**src/rtl/ram_access_master_if.sv**
```systemverilog
// ---------------------------------------------------------------------------
// ram_access_master_if
// Bundles the request/response handshake and the RAM port of
// ram_access_master.
//   master : environment side (requester drives req_*, RAM model drives ram_q)
//   slave  : ram_access_master side
// Signals:
//   req_valid/req_ready  request handshake
//   req_we               1 = store, 0 = load
//   req_size             0 = byte, 1 = halfword
//   req_addr[19:0]       byte address
//   req_wdata[15:0]      store data (byte stores use [7:0])
//   rsp_valid            one-cycle pulse, load data valid
//   rsp_rdata[15:0]      load result, held until the next response
//   ram_address[18:0]    RAM word address
//   ram_byteena[1:0]     bit0 = [7:0], bit1 = [15:8]
//   ram_data[15:0]       RAM write data
//   ram_wren             RAM write enable
//   ram_q[15:0]          RAM read data
// ---------------------------------------------------------------------------
interface ram_access_master_if;
    logic        req_valid;
    logic        req_ready;
    logic        req_we;
    logic        req_size;
    logic [19:0] req_addr;
    logic [15:0] req_wdata;
    logic        rsp_valid;
    logic [15:0] rsp_rdata;
    logic [18:0] ram_address;
    logic [1:0]  ram_byteena;
    logic [15:0] ram_data;
    logic        ram_wren;
    logic [15:0] ram_q;

    modport master (
        output req_valid, req_we, req_size, req_addr, req_wdata, ram_q,
        input  req_ready, rsp_valid, rsp_rdata,
               ram_address, ram_byteena, ram_data, ram_wren
    );

    modport slave (
        input  req_valid, req_we, req_size, req_addr, req_wdata, ram_q,
        output req_ready, rsp_valid, rsp_rdata,
               ram_address, ram_byteena, ram_data, ram_wren
    );
endinterface

```
**src/rtl/ram_access_master.sv**
```systemverilog
// ---------------------------------------------------------------------------
// ram_access_master
// Initiator for one port of the 16-bit dual-port RAM. Turns byte-addressed
// byte/halfword loads and stores into RAM word accesses (an unaligned
// halfword becomes two accesses) and returns formatted load data.
// Parameters:
//   READ_LATENCY  cycles from ram_address to valid ram_q (1..3)
// Ports:
//   clk   rising-edge clock
//   rst   synchronous active-high reset
//   bus   ram_access_master_if.slave (request, response and RAM signals)
// ---------------------------------------------------------------------------
module ram_access_master #(
    parameter int READ_LATENCY = 2
) (
    input  logic                  clk,
    input  logic                  rst,
    ram_access_master_if.slave    bus
);
    localparam logic [2:0] S_IDLE = 3'd0;
    localparam logic [2:0] S_ACC1 = 3'd1;
    localparam logic [2:0] S_ACC2 = 3'd2;
    localparam logic [2:0] S_WAIT = 3'd3;
    localparam logic [2:0] S_RESP = 3'd4;

    // Counter value (cycles since the first access) at which ram_q holds the
    // data of the first and the second access respectively.
    localparam logic [2:0] LAT  = 3'(READ_LATENCY);
    localparam logic [2:0] LAT1 = 3'(READ_LATENCY + 1);

    logic [2:0]  state_q, state_d;
    logic [2:0]  cnt_q, cnt_d;
    logic        we_q, we_d;
    logic        size_q, size_d;
    logic        lane_q, lane_d;
    logic [7:0]  whi_q, whi_d;
    logic [7:0]  q1_q, q1_d;
    logic [18:0] addr_q, addr_d;
    logic [1:0]  be_q, be_d;
    logic [15:0] data_q, data_d;
    logic        wren_q, wren_d;
    logic        rsp_valid_q, rsp_valid_d;
    logic [15:0] rsp_rdata_q, rsp_rdata_d;

    logic        ready;
    logic        accept;
    logic        split;
    logic [2:0]  final_cnt;

    function automatic logic [15:0] format_load(input logic [15:0] q,
                                                input logic        size,
                                                input logic        lane,
                                                input logic [7:0]  q1_hi);
        logic [15:0] r;
        if (!size)
            r = {8'h00, (lane ? q[15:8] : q[7:0])};
        else if (lane)
            r = {q[7:0], q1_hi};
        else
            r = q;
        return r;
    endfunction

    // RESP also accepts so a new request can overlap the response pulse.
    assign ready     = !rst && ((state_q == S_IDLE) || (state_q == S_RESP));
    assign accept    = bus.req_valid && ready;
    assign split     = size_q && lane_q;
    assign final_cnt = split ? LAT1 : LAT;

    always_comb begin
        state_d     = state_q;
        cnt_d       = cnt_q;
        we_d        = we_q;
        size_d      = size_q;
        lane_d      = lane_q;
        whi_d       = whi_q;
        q1_d        = q1_q;
        addr_d      = addr_q;
        be_d        = 2'b00;
        data_d      = data_q;
        wren_d      = 1'b0;
        rsp_valid_d = 1'b0;
        rsp_rdata_d = rsp_rdata_q;

        if (state_q != S_IDLE)
            cnt_d = cnt_q + 3'd1;

        case (state_q)
            S_IDLE: ;
            S_ACC1: begin
                if (split) begin
                    state_d = S_ACC2;
                    addr_d  = addr_q + 19'd1;   // wraps modulo 2^19
                    if (we_q) begin
                        be_d   = 2'b01;
                        data_d = {whi_q, whi_q};
                        wren_d = 1'b1;
                    end else begin
                        be_d   = 2'b11;
                    end
                end else begin
                    state_d = we_q ? S_IDLE : S_WAIT;
                end
            end
            S_ACC2: state_d = we_q ? S_IDLE : S_WAIT;
            S_WAIT: begin
                if (cnt_q == final_cnt) begin
                    state_d     = S_RESP;
                    rsp_valid_d = 1'b1;
                    rsp_rdata_d = format_load(bus.ram_q, size_q, lane_q, q1_q);
                end
            end
            S_RESP: state_d = S_IDLE;
            default: state_d = S_IDLE;
        endcase

        // First half of a split load; with READ_LATENCY = 1 this lands while
        // the second access is still being presented.
        if (split && !we_q && (cnt_q == LAT) &&
            ((state_q == S_ACC2) || (state_q == S_WAIT)))
            q1_d = bus.ram_q[15:8];

        if (accept) begin
            state_d = S_ACC1;
            cnt_d   = 3'd0;
            we_d    = bus.req_we;
            size_d  = bus.req_size;
            lane_d  = bus.req_addr[0];
            whi_d   = bus.req_wdata[15:8];
            addr_d  = bus.req_addr[19:1];
            if (bus.req_we) begin
                wren_d = 1'b1;
                if (bus.req_size && !bus.req_addr[0]) begin
                    be_d   = 2'b11;
                    data_d = bus.req_wdata;
                end else begin
                    // byte store, or first (upper-lane) half of a split store
                    be_d   = bus.req_addr[0] ? 2'b10 : 2'b01;
                    data_d = {bus.req_wdata[7:0], bus.req_wdata[7:0]};
                end
            end else begin
                be_d   = 2'b11;
            end
        end
    end

    always_ff @(posedge clk) begin
        if (rst) begin
            state_q     <= S_IDLE;
            cnt_q       <= 3'd0;
            addr_q      <= 19'd0;
            be_q        <= 2'b00;
            data_q      <= 16'd0;
            wren_q      <= 1'b0;
            rsp_valid_q <= 1'b0;
            rsp_rdata_q <= 16'd0;
        end else begin
            state_q     <= state_d;
            cnt_q       <= cnt_d;
            addr_q      <= addr_d;
            be_q        <= be_d;
            data_q      <= data_d;
            wren_q      <= wren_d;
            rsp_valid_q <= rsp_valid_d;
            rsp_rdata_q <= rsp_rdata_d;
        end
    end

    // Request context; only meaningful while a transaction is active.
    always_ff @(posedge clk) begin
        we_q   <= we_d;
        size_q <= size_d;
        lane_q <= lane_d;
        whi_q  <= whi_d;
        q1_q   <= q1_d;
    end

    assign bus.req_ready   = ready;
    assign bus.rsp_valid   = rsp_valid_q;
    assign bus.rsp_rdata   = rsp_rdata_q;
    assign bus.ram_address = addr_q;
    assign bus.ram_byteena = be_q;
    assign bus.ram_data    = data_q;
    assign bus.ram_wren    = wren_q;
endmodule

```
**src/flat_wrapper.sv**
```systemverilog
// flat-port wrapper written by rule: the top's interface ports become plain ports
module ram_access_master_flat 
#(
    parameter int READ_LATENCY = 2
)
  (clk, rst, bus_req_valid, bus_req_we, bus_req_size, bus_req_addr, bus_req_wdata, bus_ram_q, bus_req_ready, bus_rsp_valid, bus_rsp_rdata, bus_ram_address, bus_ram_byteena, bus_ram_data, bus_ram_wren);
  ram_access_master_if bus_i ();
  input  logic clk;
  input  logic rst;
  input wire logic [$bits(bus_i.req_valid)-1:0] bus_req_valid;
  input wire logic [$bits(bus_i.req_we)-1:0] bus_req_we;
  input wire logic [$bits(bus_i.req_size)-1:0] bus_req_size;
  input wire logic [$bits(bus_i.req_addr)-1:0] bus_req_addr;
  input wire logic [$bits(bus_i.req_wdata)-1:0] bus_req_wdata;
  input wire logic [$bits(bus_i.ram_q)-1:0] bus_ram_q;
  output wire logic [$bits(bus_i.req_ready)-1:0] bus_req_ready;
  output wire logic [$bits(bus_i.rsp_valid)-1:0] bus_rsp_valid;
  output wire logic [$bits(bus_i.rsp_rdata)-1:0] bus_rsp_rdata;
  output wire logic [$bits(bus_i.ram_address)-1:0] bus_ram_address;
  output wire logic [$bits(bus_i.ram_byteena)-1:0] bus_ram_byteena;
  output wire logic [$bits(bus_i.ram_data)-1:0] bus_ram_data;
  output wire logic [$bits(bus_i.ram_wren)-1:0] bus_ram_wren;
  assign bus_i.req_valid = bus_req_valid;
  assign bus_i.req_we = bus_req_we;
  assign bus_i.req_size = bus_req_size;
  assign bus_i.req_addr = bus_req_addr;
  assign bus_i.req_wdata = bus_req_wdata;
  assign bus_i.ram_q = bus_ram_q;
  assign bus_req_ready = bus_i.req_ready;
  assign bus_rsp_valid = bus_i.rsp_valid;
  assign bus_rsp_rdata = bus_i.rsp_rdata;
  assign bus_ram_address = bus_i.ram_address;
  assign bus_ram_byteena = bus_i.ram_byteena;
  assign bus_ram_data = bus_i.ram_data;
  assign bus_ram_wren = bus_i.ram_wren;
  ram_access_master #(.READ_LATENCY(READ_LATENCY)) u_core (.clk(clk), .rst(rst), .bus(bus_i));
endmodule
```
**config.mk**
```make
export PLATFORM = sky130hd
export DESIGN_NAME = ram_access_master_flat
export DESIGN_NICKNAME = d
export VERILOG_FILES = /design/src/rtl/ram_access_master_if.sv /design/src/rtl/ram_access_master.sv /design/src/flat_wrapper.sv
export SDC_FILE = /design/constraint.sdc
export NUM_CORES = 1
export LEC_CHECK = 0
export BUFFER_PORTS_ARGS = -buffer_cell sky130_fd_sc_hd__buf_2
export CAP_MARGIN = 20
export CELL_PAD_IN_SITES_DETAIL_PLACEMENT = 0
export CELL_PAD_IN_SITES_GLOBAL_PLACEMENT = 1
export CORE_MARGIN = 2
export CORE_UTILIZATION = 39
export CTS_CLUSTER_DIAMETER = 40
export CTS_CLUSTER_SIZE = 30
export DETAILED_ROUTE_END_ITERATION = 12
export PLACE_DENSITY = 0.92
export SYNTH_ARGS = -nofsm -noshare
export SYNTH_HDL_FRONTEND = slang
export SYNTH_SLANG_ARGS = --single-unit
```
**constraint.sdc**
```tcl
create_clock -name clk -period 3 [get_ports clk]
set_clock_uncertainty 0.15 [all_clocks]
set_input_delay 0.6 -clock clk [delete_from_list [all_inputs] [get_ports clk]]
set_output_delay 0.6 -clock clk [all_outputs]
set_load 0.005 [all_outputs]
```
==> results of run 1 <==
## worst reg2reg max path: stages, from the launching register on
cell	delay, ns
dfxtp_1	0.43
nor3_1	0.31
nand2_2	0.20
inv_2	0.09
buf_4	0.38
nand2_1	0.13
buf_4	0.25
nor2_1	0.16
a211oi_1	0.05
## per-layer routing
layer	vias up	part of all wire (%)	track usage, %
met5	-	0	0
met4	0	0.79	4.45
met3	11	7.0	4.97
met2	134	48	31.9
met1	1669	44	23.5
li1	1713	-	-
## cells in the final DEF, fill, tap and decap left out, types with 2 or more instances in the layout
cell and instances:
buf_2 112, dfxtp_1 61, nand2_1 42, a21oi_1 28, nor2_1 26, mux2i_1 24
a211oi_1 22, edfxtp_1 19, nand3_1 18, mux2_2 16, o211ai_1 14, buf_4 11
a31oi_1 10, a22oi_1 9, clkbuf_8 9, inv_1 7, o21ai_0 7, or4_1 7
nor3_1 5, nand4_1 4, or3_1 3, and4_1 3, and3_1 3, nor4_1 3
xnor2_1 3, ha_1 3, clkinvlp_4 3, and4b_1 2, o2111ai_1 2
## flip-flops by register name (all words and copies together) (netlist names)
signal,flops
u_core.bus.ram_address,19
u_core.bus.ram_byteena,2
u_core.bus.ram_data,16
u_core.bus.ram_wren,1
u_core.bus.rsp_rdata,16
u_core.bus.rsp_valid,1
u_core.cnt_q,3
u_core.lane_q,1
u_core.q1_q,8
u_core.size_q,1
u_core.state_q,3
u_core.we_q,1
u_core.whi_q,8
## power by group
group	internal [W]	total, W	switching, W	leakage [nW]
registers	0.00114	0.00119	0.0000449	0.670
logic	0.000117	0.000252	0.000135	1.07
clock network	0.000304	0.000717	0.000414	0.0789
## logic make-up after synthesis
kind of cell	count (synthesis)	share of synthesized area [%]
simple gates	128	17.7
compound gates	104	18.6
fa+ha+maj	3	0.977
xor+xnor	4	0.912
flops	80	46.6
buf+inv	37	4.30
mux	40	10.9
## worst max path at each step
stage | slack (ns) | cells past startpoint | start | to
2_1_floorplan | 0.60 | 4 | u_core.lane_q | u_core.q1_q[0]
5_1_grt | 0.55 | 8 | u_core.state_q[0] | u_core.bus.ram_data[12]
3_3_place_gp | 0.52 | 7 | rst | u_core.bus.ram_address[5]
6_report | 0.72 | 8 | u_core.state_q[0] | u_core.bus.ram_data[13]
3_5_place_dp | 0.43 | 7 | rst | u_core.bus.ram_address[5]
4_1_cts | 0.49 | 6 | u_core.state_q[0] | u_core.bus.ram_address[5]
## layout make-up
| class | count | area (um2) | area share, % |
|---|---|---|---|
| Clock buffer | 10 | 128 | 2.72 |
| Clock inverter | 6 | 45.0 | 0.959 |
| Inverter | 8 | 30.0 | 0.639 |
| Multi-Input combinational cell | 279 | 1890 | 40.3 |
| Sequential cell | 80 | 1790 | 38.1 |
| Tap cell | 133 | 166 | 3.54 |
| Timing Repair Buffer | 123 | 643 | 13.7 |
## per-stage QoR
stage	setup WS [ns]	utilization, %	hold WS (ns)	total power [W]	instances
2_1_floorplan	0.604	-	0.298	0.00135	396
3_3_place_gp	0.522	46.6	0.289	0.00146	622
3_5_place_dp	0.432	46.6	0.294	0.00146	622
4_1_cts	0.493	48.4	0.262	0.00219	638
5_1_grt	0.552	48.5	0.258	0.00227	639
6_report	0.716	48.5	0.280	0.00216	639
==> results.json, run 1 <==
{
  "worst_slew_pin_slew_ns": 0.693,
  "antenna_found_initial": 0,
  "crit_family": "simple AND/OR/NAND/NOR gates",
  "start_util_pct": 39.7,
  "drive_gt1_share_pct": 32.6,
  "cts_sinks": 80,
  "ant_nets": 0,
  "critPathArrivalTime_ns": 2.34,
  "cts_buffer_depth": 2,
  "grt_use_total_pct": 18.6,
  "place.gp.congestion": 0.784,
  "die_h_um": 103,
  "cts_hold_buf": 0,
  "routedWlPerCell_um": 15.4,
  "ys_async_sr_fraction_pct": 0,
  "hold_start": "bus_req_wdata[9]",
  "hp-class": "in2reg",
  "synth_edf_count": 19,
  "synth.distinct_cells": 55,
  "grt_overflow": 0,
  "dp_hpwl_um": 6650,
  "placed_cell_area_um2": 4520,
  "drtIter0Drc": 175,
  "worstPathBufferInverterCount": 3,
  "cp_max_fo": 37,
  "ios": 113,
  "cts.htree.levels": 3,
  "grt_pass1_vias": 3312,
  "reg2reg_from": "u_core.state_q[0]",
  "final.setup.tns_ns": 0,
  "viasPerCell": 5.52,
  "required_ns": 3.05,
  "ys_ff_latch": 80,
  "drc": 0,
  "avgSynthCellArea_um2": 9.71,
  "hold_end": "u_core.whi_q[1]",
  "cp-start-kind": "register",
  "clock.fmax_ghz": 0.438,
  "routed_wl_um": 9830,
  "power.density_nw_per_um2": 460,
  "rsz0062_at_grt": "no",
  "slew_headroom_pct": 53.8,
  "synth_area_um2": 3840,
  "yosysMostFrequentCell": "dfxtp_1",
  "clk_pin_slew_ns": 0.09,
  "n_fill_cell": 977,
  "p_leak_nw": 1.82,
  "fin_crit_ns": 2.28,
  "port_buffers": 112,
  "end_kind": "register",
  "ys.flop_type": "dfxtp_1",
  "rr_endpoint": "u_core.bus.ram_data[13]",
  "vdd_drop_max_mv": 0.249,
  "worstSkewPairLatency_ns": 0.35,
  "worstHoldPathCells": 1,
  "hold_violations": 0,
  "cts_setup_buffers": 0,
  "fin_crit_sh_pct": 76.1,
  "rows": 36,
  "maxCapViolations": 0,
  "slowest_stage": "dfxtp_1",
  "ff2ff_path_depth": 8,
  "r2r_slack_ns": 0.72,
  "drv_slew": 0,
  "yosysSeqAreaShare_pct": 46.6,
  "status": "complete, no violations",
  "critPathKind": "reg2reg",
  "dieArea_um2": 10700,
  "yosys_warnings": 0,
  "finalSetupViolations": 0,
  "worst_path_largest_cell_delay_ns": 0.43,
  "core_area_um2": 9680,
  "yosysTopAreaCell": "dfxtp_1",
  "diodes": 0,
  "num_vias": 3527,
  "firstDrtPassIters": 6,
  "synthCells": 396,
  "cts-root-buf": "clkbuf_8",
  "nets": 561,
  "synth_common_cells": "61 x dfxtp_1, 42 x nand2_1, 28 x a21oi_1",
  "synthTopCellsByArea": "dfxtp_1 32%, edfxtp_1 15%, mux2i_1 6.3%",
  "critPathMostFrequentCell": "buf_4",
  "cts_buffers": 9,
  "crit_chain": "nor3_1 -> nand2_2 -> inv_2 -> buf_4 -> nand2_1 -> buf_4 -> nor2_1 -> a211oi_1",
  "fin_area_um2": 4700,
  "area_growth_pct": 22.2,
  "cts_tree": "built",
  "synth.net_count": 456,
  "grt_max_degree": 62,
  "cts_resized": 0,
  "synth_top_area_share_pct": 31.8,
  "fp.dieW_um": 103,
  "grt_pass1_wl_um": 15700
}
Power figures use the tool's default switching activity.
==> run 2: changes to the inputs <==
ABC_AREA = 1   (was not set)
CORE_UTILIZATION = 33   (was 39)
PLACE_DENSITY = 0.88   (was 0.92)
clock period = 2.1 ns   (was 3 ns; I/O delays follow)
==> run 2 against run 1 <==
Against the previous run: clock-buffer cell count is 2 higher; die area up 19%; worst setup slack got worse by 0.42 ns; combinational power is 79% higher; non-clock buffer count up 3; sequential share of layout area fell by 2.2 points; cell count rose by 26%.
==> results.json, run 2 <==
{
  "status": "complete, no violations",
  "largest_reg_flops": 19,
  "clk_pin_slew_ns": 0.06,
  "synth_top_family_by_area": "simple AND/OR/NAND/NOR gates",
  "start_util_pct": 34.1,
  "fin_area_um2": 4980,
  "area_growth_pct": 27.5,
  "seq_area_um2": 1790,
  "cts_setup_buffers": 0,
  "rows": 39,
  "grt_use_total_pct": 16.8,
  "ys_async_sr_fraction_pct": 0,
  "critPathArrivalTime_ns": 1.92,
  "die_h_um": 113,
  "cp-start-kind": "register",
  "cts-root-buf": "clkbuf_16",
  "synth.net_count": 601,
  "required_ns": 2.22,
  "end_kind": "register",
  "ios": 113,
  "drv_slew": 0,
  "synth_xor_xnor_area_share_pct": 0.897,
  "port_buffers": 112,
  "synth.distinct_cells": 28,
  "worst_slack_ns": 0.295,
  "finalSetupViolations": 0,
  "firstDrtPassIters": 6,
  "synth_adder_area_share_pct": 0.961,
  "cp_max_fo": 25,
  "core_area_um2": 11500,
  "synth_area_um2": 3910,
  "yosysMostFrequentCell": "nand2_1",
  "n_fill_cell": 1210,
  "fp.dieW_um": 113,
  "num_vias": 3919,
  "synth_edf_count": 19,
  "worstSkewPairLatency_ns": 0.33,
  "yosys_warnings": 0,
  "ant_nets": 0,
  "routed_wl_um": 10800,
  "yosysTopAreaCell": "dfxtp_1",
  "synth-simple-area-share_pct": 25.3,
  "hp-class": "in2reg",
  "cts_buffers": 9,
  "ys.flop_type": "dfxtp_1",
  "synth_top_area_share_pct": 31.3,
  "antenna_found_initial": 0,
  "cts_resized": 0,
  "cts_hold_buf": 0,
  "dp_hpwl_um": 7840,
  "p_leak_nw": 2.32,
  "power_w": 0.00379,
  "routedWlPerCell_um": 13.3,
  "rsz0062_at_grt": "no",
  "synthCells": 541,
  "final.setup.tns_ns": 0,
  "grt_overflow": 0,
  "grt_pass1_wl_um": 17400,
  "yosysSeqAreaShare_pct": 45.9,
  "worst_slew_pin_slew_ns": 0.467,
  "cts_buffer_depth": 2,
  "drtIter0Drc": 242,
  "hold_violations": 0,
  "viasPerCell": 4.86,
  "drive_gt1_share_pct": 23.9,
  "cts.htree.levels": 3,
  "nets": 719,
  "drc": 0,
  "power.density_nw_per_um2": 762,
  "mostFrequentLayoutCell": "nand2_1",
  "layout_common_cells": "115 x nand2_1, 112 x buf_2, 85 x nor2_1, 68 x o21ai_0, 61 x dfxtp_1",
  "slew_headroom_pct": 68.8,
  "ys_ff_latch": 80,
  "post-place-ws_ns": 0.171,
  "cts_sinks": 80,
  "vdd_drop_max_mv": 0.456,
  "dieArea_um2": 12700,
  "clock.fmax_ghz": 0.554,
  "synth_compound_area_share_pct": 17.8,
  "fin_crit_sh_pct": 85.9,
  "diodes": 0,
  "multiInputGateArea_um2": 1800,
  "synth_common_cells": "115 x nand2_1, 85 x nor2_1, 68 x o21ai_0",
  "placed_cell_area_um2": 4660,
  "maxCapViolations": 0,
  "place.gp.congestion": 0.829,
  "critPathKind": "reg2reg",
  "fin_crit_ns": 1.80,
  "synthMuxAreaShare_pct": 1.15,
  "avgSynthCellArea_um2": 7.22,
  "synthTopCellsByArea": "dfxtp_1 31%, edfxtp_1 15%, nand2_1 11%",
  "cts_tree": "built",
  "grt_pass1_vias": 3759,
  "grt_max_degree": 27
}
run 2: cell count changes after synthesis, moves of 7 or more:
cell and change:
nand3_1 +7, a21oi_1 +25, a211oi_1 -22, inv_1 +50, nand2_1 +73, mux2i_1 -24
a22oi_1 -9, nor2_1 +59, mux2_2 -12, o211ai_1 -13, o21ai_0 +61, or4_1 -7
run 2: per-layer routing:
layer  wire (um)  GRT usage, %  up-vias
met3         630          3.96        8
met2        5230          28.6      126
met4          91          5.04        0
met5           0             0        -
li1            -             -     2004
met1        4820          21.3     1781
run 2: through the flow:
stage / cells / hold slack (ns) / utilization (%)
6_report: 807 / 0.132 / 43.4
5_1_grt: 807 / 0.121 / 43.4
3_3_place_gp: 791 / 0.283 / 40.6
2_1_floorplan: 541 / 0.292 / -
3_5_place_dp: 791 / 0.289 / 40.6
4_1_cts: 807 / 0.116 / 43.4
run 2: path summary, 6_finish.rpt:
check | start | to | slack (ns) | cells past startpoint
max | u_core.state_q[0] | u_core.bus.ram_data[12] | 0.30 | 6
min | bus_req_wdata[14] | u_core.whi_q[6] | 0.13 | 1
max reg2reg | u_core.state_q[0] | u_core.bus.ram_data[12] | 0.30 | 6
min reg2reg | u_core.bus.rsp_rdata[14] | u_core.bus.rsp_rdata[14] | 0.30 | 2
run 2: cell type report:
type                            instances  share of cell area (%)
Clock buffer                           12                    5.35
Inverter                               59                    4.45
Timing Repair Buffer                  126                    13.4
Tap cell                              143                    3.59
Clock inverter                          4                    1.01
Multi-Input combinational cell        383                    36.2
Sequential cell                        80                    36.0
run 2: report_power, final:
part	leakage, nW	internal, W	switching, W	total (W)
sequential	0.670	0.00165	0.0000622	0.00171
combinational	1.49	0.000186	0.000265	0.000452
clock	0.159	0.00102	0.000613	0.00163
total	2.32	0.00285	0.000941	0.00379
run 2: cell families after synthesis:
group	after synthesis
compound gates	133
xor+xnor	4
fa+ha+maj	3
buf+inv	78
flops	80
mux	4
simple gates	239
run 2: worst max-delay path, cell delays in order, from the launching register on:
cell and delay, ns:
dfxtp_1 0.42, nand2_1 0.12, nor3_4 0.16, nand2_2 0.31, o21ai_0 0.39, a21oi_1 0.09, nor2_1 0.10
==> run 3: changes to the inputs <==
CAP_MARGIN = not set   (was 20)
CORE_ASPECT_RATIO = 0.5   (was not set)
==> run 3 against run 2 <==
Against the previous run: die area up 0.41%; combinational power fell by 3%; core utilization down 0.53 points; wire length decreased by 4.6%; clock power grew 3%; worst setup slack lost 0.0020 ns; sequential share of layout area shrank 0.18 points; clock-buffer cell count fell by 3; largest cell class unchanged; critical endpoint is now u_core.bus.ram_data[4].
==> results.json, run 3 (synthesized netlist as in run 2, its figures left out) <==
{
  "viasPerCell": 4.59,
  "start_util_pct": 33.5,
  "cts_resized": 0,
  "largest_reg_flops": 19,
  "area_growth_pct": 28.1,
  "fin_crit_ns": 1.81,
  "critPathArrivalTime_ns": 1.93,
  "rsz0062_at_grt": "no",
  "antenna_found_initial": 0,
  "final.setup.tns_ns": 0,
  "slew_headroom_pct": 68.7,
  "post-route-util_pct": 42.9,
  "worstSkewPairLatency_ns": 0.34,
  "drc": 0,
  "p_clk_share_pct": 43.9,
  "cts_buffer_depth": 2,
  "rr_endpoint": "u_core.bus.ram_data[4]",
  "cts_buffers": 9,
  "die_h_um": 80.9,
  "port_buffers": 112,
  "grt_use_total_pct": 16.4,
  "dp_hpwl_um": 7460,
  "diodes": 0,
  "worstHoldPathCells": 1,
  "cts_setup_buffers": 0,
  "grt_overflow": 0,
  "crit_chain": "nand2_4 -> nor3_4 -> nand2_2 -> o21ai_0 -> a21oi_1 -> nor2_1",
  "slowest_stage": "edfxtp_1",
  "place.gp.congestion": 0.803,
  "p_leak_nw": 2.31,
  "dieArea_um2": 12800,
  "cts_sinks": 80,
  "core_area_um2": 11700,
  "cts-root-buf": "clkbuf_16",
  "p_int_w": 0.00287,
  "swShare_pct": 25.0,
  "cts.htree.levels": 3,
  "cp-start-kind": "register",
  "p_comb_share_pct": 11.5,
  "finalSetupViolations": 0,
  "drv_slew": 0,
  "critPathKind": "reg2reg",
  "hold_end": "u_core.whi_q[6]",
  "end_kind": "register",
  "reg2reg_from": "u_core.lane_q",
  "status": "complete, no violations",
  "rows": 28,
  "power.density_nw_per_um2": 764,
  "worst_slew_pin_slew_ns": 0.468,
  "cts_tree": "built",
  "num_vias": 3797,
  "hp-class": "in2reg",
  "grt_max_degree": 27,
  "firstDrtPassIters": 4,
  "grt_pass1_vias": 3395,
  "clk_pin_slew_ns": 0.06,
  "routed_wl_um": 10300,
  "net-switching-power_w": 0.000957,
  "cts_hold_buf": 0,
  "worst_path_largest_cell_delay_ns": 0.41,
  "clock.fmax_ghz": 0.554,
  "required_ns": 2.23,
  "r2r_slack_ns": 0.29,
  "grt_pass1_wl_um": 16400,
  "n_fill_cell": 1242,
  "nets": 718,
  "hold_violations": 0,
  "seqPwrFrac_pct": 44.6,
  "ff2ff_path_depth": 6,
  "layout_common_cells": "115 x nand2_1, 112 x buf_2, 85 x nor2_1, 68 x o21ai_0, 61 x dfxtp_1",
  "drtIter0Drc": 216,
  "hold_start": "bus_req_wdata[14]",
  "ant_nets": 0,
  "multiInputGateArea_um2": 1800,
  "drive_gt1_share_pct": 23.8,
  "seq_area_um2": 1790,
  "vdd_drop_max_mv": 0.387,
  "ios": 113,
  "mostFrequentLayoutCell": "nand2_1",
  "cp_max_fo": 25,
  "fp.dieW_um": 158,
  "maxCapViolations": 0,
  "fin_crit_sh_pct": 86.0,
  "routedWlPerCell_um": 12.4
}
[run 3: layer usage]
metal	routed length, um	global-route usage (%)	share of wire, %	vias up
met4	108	3.73	1.1	0
met5	0	0	0	-
li1	-	-	-	1993
met2	4730	27.3	46	73
met1	4950	21.1	48	1720
met3	486	5.07	4.7	11
[run 3: power groups by stage]
stage	clock (W)	combinational (W)	sequential, W
after floorplan	0	0.000249	0.00173
after global routing	0.00178	0.000504	0.00172
final	0.00168	0.000439	0.00171
after CTS	0.00172	0.000442	0.00171
after global placement	0	0.000433	0.00174
after detailed placement	0	0.000439	0.00174
[run 3: worst max path at each step]
stage	depth (start not counted)	to	slack, ns	startpoint
CTS	7	u_core.bus.ram_data[4]	0.18	u_core.state_q[1]
detailed placement	8	u_core.bus.ram_data[4]	0.17	rst
finish	6	u_core.bus.ram_data[4]	0.29	u_core.lane_q
global placement	8	u_core.bus.ram_data[11]	0.27	rst
floorplan	4	u_core.q1_q[0]	0.36	u_core.cnt_q[0]
global route	6	u_core.bus.ram_data[4]	0.1	u_core.lane_q
[run 3: cell type report]
cell class | count | area share, %
flip-flops and latches | 80 | 35.8
clock inverters | 7 | 1.93
clock buffers | 9 | 4.50
multi-input cells | 383 | 36.1
inverters | 59 | 4.43
well taps | 165 | 4.13
repair buffers | 125 | 13.2
[run 3: per-stage QoR]
step / cell area [um2] / instances / setup slack (ns) / total power [W] / hold WS (ns)
finish: 5000 / 828 / 0.293 / 0.00383 / 0.125
global route: 5000 / 828 / 0.0951 / 0.00400 / 0.113
CTS: 5000 / 828 / 0.175 / 0.00386 / 0.114
detailed placement: 4680 / 812 / 0.171 / 0.00218 / 0.287
global placement: 4680 / 812 / 0.267 / 0.00217 / 0.283
floorplan: 3910 / 541 / 0.362 / 0.00198 / 0.292
[run 3: worst max-delay path, delay by kind of cell (launching register included)]
family,cells,cell delay [ns]
simple gates,4,0.71
flops,1,0.41
compound gates,2,0.48
